## config.mk

```make
export PLATFORM = sky130hd
export DESIGN_NAME = imm_decode_stage_flat
export DESIGN_NICKNAME = d
export VERILOG_FILES = /design/src/rtl/imm_decode_stage_if.sv /design/src/rtl/imm_decode_stage.sv /design/src/flat_wrapper.sv
export SDC_FILE = /design/constraint.sdc
export NUM_CORES = 1
export LEC_CHECK = 0
export ABC_AREA = 1
export CORE_ASPECT_RATIO = 0.75
export CORE_MARGIN = 5
export CORE_UTILIZATION = 55
export DETAILED_ROUTE_END_ITERATION = 10
export PLACE_DENSITY_LB_ADDON = 0.1
export SLEW_MARGIN = 0
export SYNTH_ARGS = -nofsm -noshare
export SYNTH_HDL_FRONTEND = slang
export SYNTH_SLANG_ARGS = --single-unit
```

## constraint.sdc

```tcl
create_clock -name clk -period 8.8 [get_ports clk]
set_clock_uncertainty 0.15 [all_clocks]
set_input_delay 1.32 -clock clk [delete_from_list [all_inputs] [get_ports clk]]
set_output_delay 1.32 -clock clk [all_outputs]
set_load 0.05 [all_outputs]
```

## src/rtl/imm_decode_stage_if.sv

```systemverilog
// Handshake bundle for the immediate decode stage: upstream beat in, decoded beat out.
// master drives beats in and accepts them out; slave is the stage itself.
interface imm_decode_stage_if #(
  parameter int XLEN  = 32,
  parameter int TAG_W = 5
);
  logic             in_valid;
  logic             in_ready;
  logic [31:0]      in_instr;
  logic [2:0]       in_imm_src;
  logic [XLEN-1:0]  in_pc;
  logic [TAG_W-1:0] in_tag;

  logic             out_valid;
  logic             out_ready;
  logic [XLEN-1:0]  out_imm;
  logic [XLEN-1:0]  out_pc_rel;
  logic [XLEN-1:0]  out_pc;
  logic [TAG_W-1:0] out_tag;
  logic             out_imm_err;

  modport master (
    output in_valid, in_instr, in_imm_src, in_pc, in_tag, out_ready,
    input  in_ready, out_valid, out_imm, out_pc_rel, out_pc, out_tag, out_imm_err
  );

  modport slave (
    input  in_valid, in_instr, in_imm_src, in_pc, in_tag, out_ready,
    output in_ready, out_valid, out_imm, out_pc_rel, out_pc, out_tag, out_imm_err
  );
endinterface

```

## src/rtl/imm_decode_stage.sv

```systemverilog
// RISC-V immediate decode with PC-relative target, buffered by a 2-entry skid FIFO.
// Decode and pc+imm are combinational on the input side; results are stored per entry.
module imm_decode_stage #(
  parameter int XLEN  = 32,
  parameter int TAG_W = 5
) (
  input logic               clk,
  input logic               rst,
  input logic               flush,
  imm_decode_stage_if.slave bus
);

  localparam logic [2:0] FMT_U     = 3'b000;
  localparam logic [2:0] FMT_I     = 3'b001;
  localparam logic [2:0] FMT_J     = 3'b010;
  localparam logic [2:0] FMT_S     = 3'b011;
  localparam logic [2:0] FMT_B     = 3'b100;
  localparam logic [2:0] FMT_Z     = 3'b101;
  localparam logic [2:0] FMT_SHAMT = 3'b110;

  // Every format fits in 32 bits; zero-extended formats keep bit 31 clear so
  // a single signed widening to XLEN serves all of them.
  function automatic logic signed [31:0] imm_word(input logic [31:0] instr,
                                                  input logic [2:0]  src);
    logic signed [31:0] r;
    r = '0;
    case (src)
      FMT_U:     r = {instr[31:12], 12'b0};
      FMT_I:     r = {{20{instr[31]}}, instr[31:20]};
      FMT_J:     r = {{11{instr[31]}}, instr[31], instr[19:12], instr[20],
                      instr[30:21], 1'b0};
      FMT_S:     r = {{20{instr[31]}}, instr[31:25], instr[11:7]};
      FMT_B:     r = {{19{instr[31]}}, instr[31], instr[7], instr[30:25],
                      instr[11:8], 1'b0};
      FMT_Z:     r = {27'b0, instr[19:15]};
      FMT_SHAMT: r = (XLEN == 64) ? {26'b0, instr[25:20]} : {27'b0, instr[24:20]};
      default:   r = '0;
    endcase
    return r;
  endfunction

  function automatic logic signed [XLEN-1:0] widen(input logic signed [31:0] v);
    return XLEN'(v);
  endfunction

  logic signed [XLEN-1:0] dec_imm;
  logic        [XLEN-1:0] dec_pc_rel;
  logic                   dec_err;

  assign dec_imm    = widen(imm_word(bus.in_instr, bus.in_imm_src));
  assign dec_err    = (bus.in_imm_src == 3'b111);
  assign dec_pc_rel = bus.in_pc + dec_imm;

  // ---- FIFO control ----
  logic       wr_ptr_q, wr_ptr_d;
  logic       rd_ptr_q, rd_ptr_d;
  logic [1:0] count_q,  count_d;
  logic       accept, pop;

  assign bus.in_ready  = (count_q != 2'd2);
  assign bus.out_valid = (count_q != 2'd0);
  assign accept        = bus.in_valid  & bus.in_ready;
  assign pop           = bus.out_valid & bus.out_ready;

  always_comb begin
    wr_ptr_d = wr_ptr_q;
    rd_ptr_d = rd_ptr_q;
    count_d  = count_q;
    if (flush) begin
      wr_ptr_d = 1'b0;
      rd_ptr_d = 1'b0;
      count_d  = 2'd0;
    end else begin
      if (accept) wr_ptr_d = ~wr_ptr_q;
      if (pop)    rd_ptr_d = ~rd_ptr_q;
      case ({accept, pop})
        2'b10:   count_d = count_q + 2'd1;
        2'b01:   count_d = count_q - 2'd1;
        default: count_d = count_q;
      endcase
    end
  end

  always_ff @(posedge clk or posedge rst) begin
    if (rst) begin
      wr_ptr_q <= 1'b0;
      rd_ptr_q <= 1'b0;
      count_q  <= 2'd0;
    end else begin
      wr_ptr_q <= wr_ptr_d;
      rd_ptr_q <= rd_ptr_d;
      count_q  <= count_d;
    end
  end

  // ---- FIFO payload ----
  logic        [XLEN-1:0]  imm_q    [2];
  logic        [XLEN-1:0]  pc_rel_q [2];
  logic        [XLEN-1:0]  pc_q     [2];
  logic        [TAG_W-1:0] tag_q    [2];
  logic                    err_q    [2];

  always_ff @(posedge clk or posedge rst) begin
    if (rst) begin
      for (int i = 0; i < 2; i++) begin
        imm_q[i]    <= '0;
        pc_rel_q[i] <= '0;
        pc_q[i]     <= '0;
        tag_q[i]    <= '0;
        err_q[i]    <= 1'b0;
      end
    end else if (accept && !flush) begin
      imm_q[wr_ptr_q]    <= dec_imm;
      pc_rel_q[wr_ptr_q] <= dec_pc_rel;
      pc_q[wr_ptr_q]     <= bus.in_pc;
      tag_q[wr_ptr_q]    <= bus.in_tag;
      err_q[wr_ptr_q]    <= dec_err;
    end
  end

  assign bus.out_imm     = imm_q[rd_ptr_q];
  assign bus.out_pc_rel  = pc_rel_q[rd_ptr_q];
  assign bus.out_pc      = pc_q[rd_ptr_q];
  assign bus.out_tag     = tag_q[rd_ptr_q];
  assign bus.out_imm_err = err_q[rd_ptr_q];

  // A stalled head must not change underneath the consumer.
  a_count_range : assert property (@(posedge clk) disable iff (rst) count_q <= 2'd2);
  a_head_stable : assert property (@(posedge clk) disable iff (rst)
    (bus.out_valid && !bus.out_ready && !flush) |=>
      (bus.out_tag == $past(bus.out_tag) && bus.out_imm == $past(bus.out_imm)));

endmodule

```

## src/flat_wrapper.sv

```systemverilog
// flat-port wrapper written by rule: the top's interface ports become plain ports
module imm_decode_stage_flat 
#(
  parameter int XLEN  = 32,
  parameter int TAG_W = 5
)
  (clk, rst, flush, bus_in_valid, bus_in_instr, bus_in_imm_src, bus_in_pc, bus_in_tag, bus_out_ready, bus_in_ready, bus_out_valid, bus_out_imm, bus_out_pc_rel, bus_out_pc, bus_out_tag, bus_out_imm_err);
  imm_decode_stage_if #(.XLEN(XLEN), .TAG_W(TAG_W)) bus_i ();
  input logic clk;
  input logic rst;
  input logic flush;
  input wire logic [$bits(bus_i.in_valid)-1:0] bus_in_valid;
  input wire logic [$bits(bus_i.in_instr)-1:0] bus_in_instr;
  input wire logic [$bits(bus_i.in_imm_src)-1:0] bus_in_imm_src;
  input wire logic [$bits(bus_i.in_pc)-1:0] bus_in_pc;
  input wire logic [$bits(bus_i.in_tag)-1:0] bus_in_tag;
  input wire logic [$bits(bus_i.out_ready)-1:0] bus_out_ready;
  output wire logic [$bits(bus_i.in_ready)-1:0] bus_in_ready;
  output wire logic [$bits(bus_i.out_valid)-1:0] bus_out_valid;
  output wire logic [$bits(bus_i.out_imm)-1:0] bus_out_imm;
  output wire logic [$bits(bus_i.out_pc_rel)-1:0] bus_out_pc_rel;
  output wire logic [$bits(bus_i.out_pc)-1:0] bus_out_pc;
  output wire logic [$bits(bus_i.out_tag)-1:0] bus_out_tag;
  output wire logic [$bits(bus_i.out_imm_err)-1:0] bus_out_imm_err;
  assign bus_i.in_valid = bus_in_valid;
  assign bus_i.in_instr = bus_in_instr;
  assign bus_i.in_imm_src = bus_in_imm_src;
  assign bus_i.in_pc = bus_in_pc;
  assign bus_i.in_tag = bus_in_tag;
  assign bus_i.out_ready = bus_out_ready;
  assign bus_in_ready = bus_i.in_ready;
  assign bus_out_valid = bus_i.out_valid;
  assign bus_out_imm = bus_i.out_imm;
  assign bus_out_pc_rel = bus_i.out_pc_rel;
  assign bus_out_pc = bus_i.out_pc;
  assign bus_out_tag = bus_i.out_tag;
  assign bus_out_imm_err = bus_i.out_imm_err;
  imm_decode_stage #(.XLEN(XLEN), .TAG_W(TAG_W)) u_core (.clk(clk), .rst(rst), .flush(flush), .bus(bus_i));
endmodule
```

==> results of run 1 <==
cell usage in the layout, fill, tap and decap left out, types with 2 or more instances in the layout:
| master | n |
|---|---|
| o21bai_1 | 3 |
| clkdlybuf4s50_1 | 173 |
| nand3b_1 | 2 |
| nor3_1 | 5 |
| inv_2 | 6 |
| nand3_1 | 70 |
| xor2_1 | 3 |
| inv_1 | 218 |
| a31oi_1 | 8 |
| xnor2_1 | 11 |
| clkbuf_16 | 21 |
| nand2_2 | 4 |
| nand2_1 | 765 |
| ha_1 | 31 |
| o21ai_0 | 125 |
| clkinv_2 | 5 |
| o211ai_1 | 4 |
| dfrtp_1 | 207 |
| buf_4 | 7 |
| nor2_1 | 55 |
| a21oi_1 | 22 |
| clkbuf_8 | 6 |
| o21ai_1 | 72 |
| bufinv_16 | 2 |
| clkbuf_1 | 3 |
| nand4_1 | 6 |
through the flow:
step / hold slack (ps) / power (mW) / area [µm²] / utilization, % / setup WS [ps]
finish: 327 / 3.89 / 14300 / 67.5 / 3990
global route: 340 / 4.11 / 14300 / 67.5 / 3800
CTS: 327 / 3.90 / 14300 / 67.5 / 4000
detailed placement: 312 / 2.98 / 13600 / 64.2 / 3860
global placement: 305 / 2.95 / 13600 / 64.2 / 3930
floorplan: 292 / 2.50 / 11800 / - / 1650
worst reg2reg max path: stages (launching register included):
cell and delay (ps):
dfrtp_1 420, inv_2 90, nand2_2 60, nand2_2 140, nor2_4 40, buf_4 340, inv_4 460, buf_4 820
o21ai_0 300
kinds of logic after synthesis:
logic type / after synthesis / share of synthesized area [%]
simple gates: 913 / 30.5
fa+ha+maj: 32 / 3.46
xor+xnor: 14 / 1.04
compound gates: 237 / 10.4
flops: 208 / 44.2
buf+inv: 297 / 10.4
registers in the layout, summed over array words and instances (netlist names):
signal,count
u_core.rd_ptr_q,1
u_core.tag_q,10
u_core.err_q,2
u_core.count_q,2
u_core.pc_q,64
u_core.wr_ptr_q,1
u_core.imm_q,64
u_core.pc_rel_q,64
final timing paths:
check	from	to	slack [ps]	cells past startpoint
worst max-delay path	u_core.rd_ptr_q	bus_out_imm[15]	3990	4
worst min-delay path	u_core.pc_rel_q[2]	u_core.pc_rel_q[2]	330	2
worst max register to register	u_core.count_q[0]	u_core.pc_q[29]	5830	8
worst min register to register	u_core.pc_rel_q[2]	u_core.pc_rel_q[2]	330	2
max in group asynchronous	rst	u_core.pc_rel_q[27]	5760	3
min in group asynchronous	rst	u_core.count_q[0]	1230	2
metal layers:
| metal | routed length, µm | vias up | global-route usage [%] |
|---|---|---|---|
| met5 | 0 | - | 0 |
| met1 | 16300 | 5058 | 43.1 |
| met2 | 13500 | 365 | 38.9 |
| met4 | 750 | 0 | 6.31 |
| met3 | 2590 | 47 | 4.09 |
| li1 | - | 5503 | - |
area by class of cell:
| class | instances | area (µm²) | share of cell area [%] |
|---|---|---|---|
| multi-input combinational | 1196 | 5340 | 37.5 |
| sequential | 208 | 5210 | 36.5 |
| tap | 288 | 360 | 2.53 |
| clock inverter | 6 | 80.1 | 0.562 |
| timing repair buffer | 180 | 1780 | 12.5 |
| clock buffer | 30 | 619 | 4.34 |
| inverter | 227 | 863 | 6.06 |
power breakdown:
group	internal, mW	switching, mW
sequential	1.24	0.150
clock	0.546	0.372
combinational	0.510	1.07
==> impl_metrics.tcl, run 1 <==
set metrics [dict create \
    synth-edff-count 0 \
    path_clk_slew_ps 60 \
    cts_buffers 21 \
    ant_nets 0 \
    post_cts_buffers 0 \
    hold_viol 0 \
    ys_top_cells_by_count "nand2_1 (765), inv_1 (219), dfrtp_1 (208)" \
    maxSlewHeadroom_pct 31.0 \
    synth.most_common_cell "nand2_1" \
    cts_resized 0 \
    min_period_ps 4810 \
    routed_wl_um 33200 \
    timing.fmax_mhz 208 \
    drtPass1Iterations 5 \
    grt_pass1_vias 10200 \
    cp_slowest_cell "clkdlybuf4s50_1" \
    syn_inst 1701 \
    num_antenna_cells 0 \
    n_fill_cell 1910 \
    finalNetCount 1943 \
    stdcell_count 2135 \
    worstPathMaxFanout 81 \
    gr-total-overflow 0 \
    cts_tree "done" \
    post-route-period-util_pct 54.6 \
    grt_pass1_wl_um 52700 \
    via_count 11000 \
    h-tree-depth 1 \
    yosysTopAreaCell "dfrtp_1" \
    drtIter0Drc 1047 \
    synth_cell_types 35 \
    arrival_ps 3340 \
    vdd_drop_max_mv 0.165 \
    synthFlopType "dfrtp_1" \
    ios 181 \
    ys_seq_elements 208 \
    placed_cells 2099 \
    hp-class "reg2reg" \
    synth.area.top_cells "dfrtp_1 (44%), nand2_1 (24%), inv_1 (7.0%)" \
    cts_hold_buf 0 \
    io_buffer_count 173 \
    die-area_um2 24500 \
    crit_buf_inv 2 \
    start_util_pct 55.7 \
    critical_path.top_delay_family "buffers and inverters" \
    path_cells "buf_4 -> nand2_1 -> o21ai_0 -> clkdlybuf4s50_1" \
    syn_nets 1810 \
    start_kind "flip-flop" \
    async_flop_share_pct 100 \
    gp_congestion 0.954 \
    clock-sinks 208 \
    setup-tns-final_ps 0 \
    fp-row-count 46 \
    fp.dieW_um 179 \
    p_per_area_nw_per_um2 273 \
    wl_per_cell_um 15.5 \
    routed_via_density 5.14 \
    worstMarginPinSlew_ps 1020 \
    drive_above_1_share_pct 3.19 \
    grt.total_usage_pct 27.1 \
    clockBufferDepth 3 \
    coreArea_um2 21100 \
    area_growth_pct 21.1 \
    maxSlewViolCount 0 \
    syn_area_um2 11800 \
    max_stage_delay_ps 880 \
    status "complete, no violations" \
    yosysWarnings 0 \
    seq_area_frac_synth_pct 44.2 \
    max-cap-violations 0 \
    clock_latency_ps 490 \
    grt_max_degree 139 \
    chipHeight_um 137 \
    path_class "reg2out" \
    cts-root-buf "clkbuf_16" \
    synth_area_per_cell_um2 6.92 \
    rsz0062_at_grt "false" \
    synth_top_area_share_pct 44.2 \
    endpoint_kind "primary output" \
    antenna_found_initial 0 \
    p_leak_nw 7.57 \
    dp_hpwl_um 23900 \
    cp.required_ps 7330 \
    drc 0 \
    setup_viol 0 \
]
Power figures use the tool's default switching activity.
==> run 2: changes to the inputs <==
--- a/config.mk
+++ b/config.mk
@@ -8,7 +8,7 @@
 export ABC_AREA = 1
 export CORE_ASPECT_RATIO = 0.75
 export CORE_MARGIN = 5
-export CORE_UTILIZATION = 55
+export CORE_UTILIZATION = 50
 export DETAILED_ROUTE_END_ITERATION = 10
 export PLACE_DENSITY_LB_ADDON = 0.1
 export SLEW_MARGIN = 0
==> constraint.sdc (replaced) <==
create_clock -name clk -period 4.4 [get_ports clk]
set_clock_uncertainty 0.15 [all_clocks]
set_input_delay 0.66 -clock clk [delete_from_list [all_inputs] [get_ports clk]]
set_output_delay 0.66 -clock clk [all_outputs]
set_load 0.05 [all_outputs]
==> impl_metrics.tcl, run 2 (synthesis gave the netlist of run 1 again) <==
set metrics [dict create \
    status "complete, no violations" \
    timing.rr.end "u_core.imm_q[63]" \
    gp_congestion 0.948 \
    coreArea_um2 23100 \
    num_antenna_cells 0 \
    r2r_slack_ps 2030 \
    cts_tree "done" \
    routed_wl_um 33500 \
    die-area_um2 26700 \
    start_util_pct 50.9 \
    post-route-period-util_pct 83.3 \
    drc 0 \
    cp_slowest_cell "clkdlybuf4s50_1" \
    path_class "reg2out" \
    fp-row-count 48 \
    drive_above_1_share_pct 3.87 \
    r2r_start "u_core.count_q[0]" \
    crit_path_frequent_cell "nand2_1" \
    reg2regPathDepth 8 \
    post_cts_buffers 0 \
    timing.fmax_mhz 273 \
    ios 181 \
    hp-class "reg2reg" \
    finalNetCount 1956 \
    setup_viol 0 \
    worstHoldStart "u_core.imm_q[29]" \
    pre_cts_ws_ps 327 \
    h-tree-depth 1 \
    max_stage_delay_ps 810 \
    p_per_area_nw_per_um2 540 \
    grt_max_degree 145 \
    grt.total_usage_pct 25.1 \
    cp.required_ps 3590 \
    wl_per_cell_um 15.5 \
    final_common_cell "nand2_1" \
    path_clk_slew_ps 60 \
    clock-sinks 208 \
    worstPathMaxFanout 32 \
    path_cells "inv_2 -> buf_4 -> nand2_1 -> nand2_1 -> clkdlybuf4s50_1" \
    grt_pass1_wl_um 54700 \
    antenna_found_initial 0 \
    maxSlewHeadroom_pct 40.6 \
    cts-root-buf "clkbuf_16" \
    min_period_ps 3670 \
    rsz0062_at_grt "false" \
    area_growth_pct 22.5 \
    final_cell_mix "nand2_1 (765), inv_1 (218), dfrtp_1 (207)" \
    arrival_ps 2860 \
    ant_nets 0 \
    endpoint_kind "primary output" \
    vdd_drop_max_mv 0.338 \
    cts_hold_buf 0 \
    gr-total-overflow 0 \
    chipHeight_um 143 \
    p_leak_nw 7.65 \
    fp.dieW_um 187 \
    grt_pass1_vias 10400 \
    worstMarginPinSlew_ps 890 \
    maxSlewViolCount 0 \
    hold-path-cell-count 2 \
    clock_latency_ps 500 \
    setup-tns-final_ps 0 \
    hold_viol 0 \
    start_kind "flip-flop" \
    whs_endpoint "u_core.imm_q[29]" \
    top_regs "u_core.imm_q: 64 flops, u_core.pc_q: 64 flops, u_core.pc_rel_q: 64 flops" \
    via_count 11000 \
    dp_hpwl_um 24500 \
    layout_setup_ws_ps 735 \
    cts_buffers 22 \
    io_buffer_count 173 \
    cts_resized 0 \
    drtPass1Iterations 5 \
    clockBufferDepth 3 \
    max-cap-violations 0 \
    drtIter0Drc 923 \
    routed_via_density 5.09 \
]
run 2: cell types whose count changed in the layout (fill, tap and decap cells not counted), sizes merged:
cell / delta
buf: +12
bufinv: -2
clkbuf: +4
clkinvlp: +1
inv: -1
run 2: worst max-delay path by stage:
stage                      startpoint                  end  slack, ps  depth (start not counted)
floorplan                         rst    u_core.count_q[0]        890                          1
global placement    bus_in_imm_src[0]  u_core.pc_rel_q[52]        400                         18
detailed placement  bus_in_imm_src[0]  u_core.pc_rel_q[52]        330                         18
CTS                   u_core.rd_ptr_q       bus_out_pc[19]        700                          5
global route        bus_in_imm_src[0]  u_core.pc_rel_q[52]        550                         18
finish                u_core.rd_ptr_q       bus_out_pc[19]        730                          5
run 2: through the flow:
step                      cells  area (µm²)  hold WS, ps  total power, mW  utilization [%]
final                      2161       14400          331             7.79             62.4
after global routing       2161       14400          343             8.26             62.4
after CTS                  2161       14400          329             7.83             62.4
after detailed placement   2123       13700          313             5.99             59.3
after global placement     2123       13700          305             5.93             59.3
after floorplan            1701       11800          292             4.99                -
run 2: critical path: cells and delay by family, from the launching register on:
family,cells,cell delay (ps)
buffers and inverters,3,1640
flip-flops,1,490
AND/OR/NAND/NOR,2,190
run 2: where the power goes:
group	internal, mW	leakage [nW]	switching (mW)
combinational	1.04	4.68	2.17
clock	1.07	0.354	0.753
sequential	2.48	2.62	0.272
total	4.59	7.65	3.20
run 2: area by class of cell:
| cell class | instances | area (µm²) |
|---|---|---|
| Multi-Input combinational cell | 1196 | 5340 |
| Inverter | 227 | 860 |
| Fill cell | 2164 | 8700 |
| Clock buffer | 34 | 687 |
| Clock inverter | 4 | 20.0 |
| Tap cell | 300 | 375 |
| Sequential cell | 208 | 5210 |
| Timing Repair Buffer | 192 | 1940 |
run 2: layer usage:
layer	routed length [µm]	vias up	share of wire, %	track usage [%]
met3	2580	44	7.7	4.50
met1	17000	5071	51	39.7
met5	0	-	0	0
li1	-	5531	-	-
met4	605	0	1.8	4.51
met2	13400	344	40	36.5
==> run 3: changes to the inputs <==
--- a/config.mk
+++ b/config.mk
@@ -8,7 +8,7 @@
 export ABC_AREA = 1
 export CORE_ASPECT_RATIO = 0.75
 export CORE_MARGIN = 5
-export CORE_UTILIZATION = 50
+export CORE_UTILIZATION = 55
 export DETAILED_ROUTE_END_ITERATION = 10
 export PLACE_DENSITY_LB_ADDON = 0.1
 export SLEW_MARGIN = 0
==> constraint.sdc (replaced) <==
create_clock -name clk -period 3.7 [get_ports clk]
set_clock_uncertainty 0.15 [all_clocks]
set_input_delay 0.555 -clock clk [delete_from_list [all_inputs] [get_ports clk]]
set_output_delay 0.555 -clock clk [all_outputs]
set_load 0.05 [all_outputs]
==> impl_metrics.tcl, run 3 (synthesis gave the netlist of run 1 again) <==
set metrics [dict create \
    worstHoldStart "u_core.imm_q[29]" \
    cts_hold_buf 0 \
    area_growth_pct 24.3 \
    hp-class "reg2reg" \
    p_per_area_nw_per_um2 626 \
    drc 0 \
    final_area_um2 14600 \
    chipHeight_um 137 \
    max-cap-violations 0 \
    reg2regPathDepth 8 \
    cts_buffers 21 \
    start_util_pct 55.7 \
    setup-tns-final_ps 0 \
    gr-total-overflow 0 \
    grt_pass1_vias 10300 \
    fp.dieW_um 179 \
    timing.fmax_mhz 295 \
    endpoint_kind "primary output" \
    antenna_found_initial 1 \
    top_regs "u_core.imm_q: 64 flops, u_core.pc_q: 64 flops, u_core.pc_rel_q: 64 flops" \
    gp_congestion 0.933 \
    pre_cts_ws_ps -106 \
    h-tree-depth 1 \
    wl_met2_um 14100 \
    timing.rr.end "u_core.pc_q[56]" \
    final_cell_mix "nand2_1 (765), inv_1 (218), dfrtp_1 (207)" \
    drive_above_1_share_pct 7.14 \
    met1_length_um 16800 \
    setup_viol 0 \
    post-route-period-util_pct 91.5 \
    hold_viol 0 \
    clock-sinks 208 \
    worstMarginPinSlew_ps 915 \
    met3_length_um 2380 \
    fp-row-count 46 \
    r2r_slack_ps 1510 \
    coreArea_um2 21100 \
    ios 181 \
    layout_setup_ws_ps 315 \
    path_clk_slew_ps 60 \
    final_common_cell "nand2_1" \
    routed_via_density 5.12 \
    clockBufferDepth 3 \
    num_antenna_cells 0 \
    hold_slack_ps 330 \
    maxSlewViolCount 0 \
    io_buffer_count 173 \
    dp_hpwl_um 25100 \
    r2r_start "u_core.count_q[0]" \
    grt_pass1_wl_um 53500 \
    cts-root-buf "clkbuf_16" \
    routed_wl_um 33800 \
    grt_max_degree 95 \
    worstPathMaxFanout 84 \
    status "complete, no violations" \
    min_period_ps 3380 \
    wl_per_cell_um 15.4 \
    rsz0062_at_grt "false" \
    vdd_drop_max_mv 0.404 \
    n_fill_cell 1841 \
    ant_nets 0 \
    maxSlewHeadroom_pct 39.0 \
    hold-path-cell-count 2 \
    cts_resized 0 \
    cp.required_ps 2990 \
    clock_latency_ps 500 \
    final_core_util_pct 69.3 \
    grt.total_usage_pct 27.5 \
    finalNetCount 2001 \
    arrival_ps 2680 \
    path_class "reg2out" \
    cts_tree "done" \
    post_cts_buffers 0 \
    drtPass1Iterations 5 \
    p_leak_nw 7.87 \
    highest_layer "met5" \
    dpl-instance-area_um2 14000 \
    die-area_um2 24500 \
    via_count 11200 \
    whs_endpoint "u_core.imm_q[29]" \
    drtIter0Drc 1021 \
    start_kind "flip-flop" \
]
==> run 3: worst max path at each step <==
stage	startpoint	endpoint	slack [ps]	depth (start not counted)
global route	bus_in_imm_src[0]	u_core.pc_rel_q[52]	140	19
detailed placement	bus_in_imm_src[0]	u_core.pc_rel_q[52]	-110	19
floorplan	rst	u_core.count_q[0]	290	1
finish	u_core.rd_ptr_q	bus_out_imm[13]	320	3
CTS	u_core.rd_ptr_q	bus_out_imm[13]	330	3
global placement	bus_in_imm_src[0]	u_core.pc_rel_q[60]	-20	19
==> run 3: layer usage <==
layer | vias to the layer above | GRT usage (%)
li1 | 5630 | -
met1 | 5178 | 44.0
met2 | 367 | 39.4
met3 | 41 | 4.78
met4 | 2 | 4.94
met5 | - | 0
==> run 3: metrics by stage <==
| stage | power, mW | instances |
|---|---|---|
| detailed placement | 7.17 | 2157 |
| CTS | 9.20 | 2193 |
| global placement | 7.08 | 2157 |
| global route | 9.69 | 2193 |
| floorplan | 5.94 | 1701 |
| finish | 9.16 | 2193 |
==> run 3: critical path, cell delays in order, from the launching register on <==
cell and delay [ps]:
dfrtp_4 560, buf_12 230, o21ai_0 450, clkdlybuf4s50_1 910
==> run 3: cell type report <==
class / count / area (µm²) / share of cell area (%)
multi-input combinational: 1196 / 5340 / 36.5
timing repair buffer: 238 / 2240 / 15.3
tap: 288 / 360 / 2.46
sequential: 208 / 5210 / 35.6
clock buffer: 31 / 573 / 3.91
clock inverter: 5 / 53.8 / 0.368
inverter: 227 / 860 / 5.87
==> run 3: where the power goes <==
part	leakage [nW]	total (mW)	switching, mW	internal, mW
combinational	4.95	3.87	2.59	1.27
clock	0.307	2.01	0.865	1.14
sequential	2.62	3.29	0.342	2.95
total	7.87	9.16	3.80	5.36
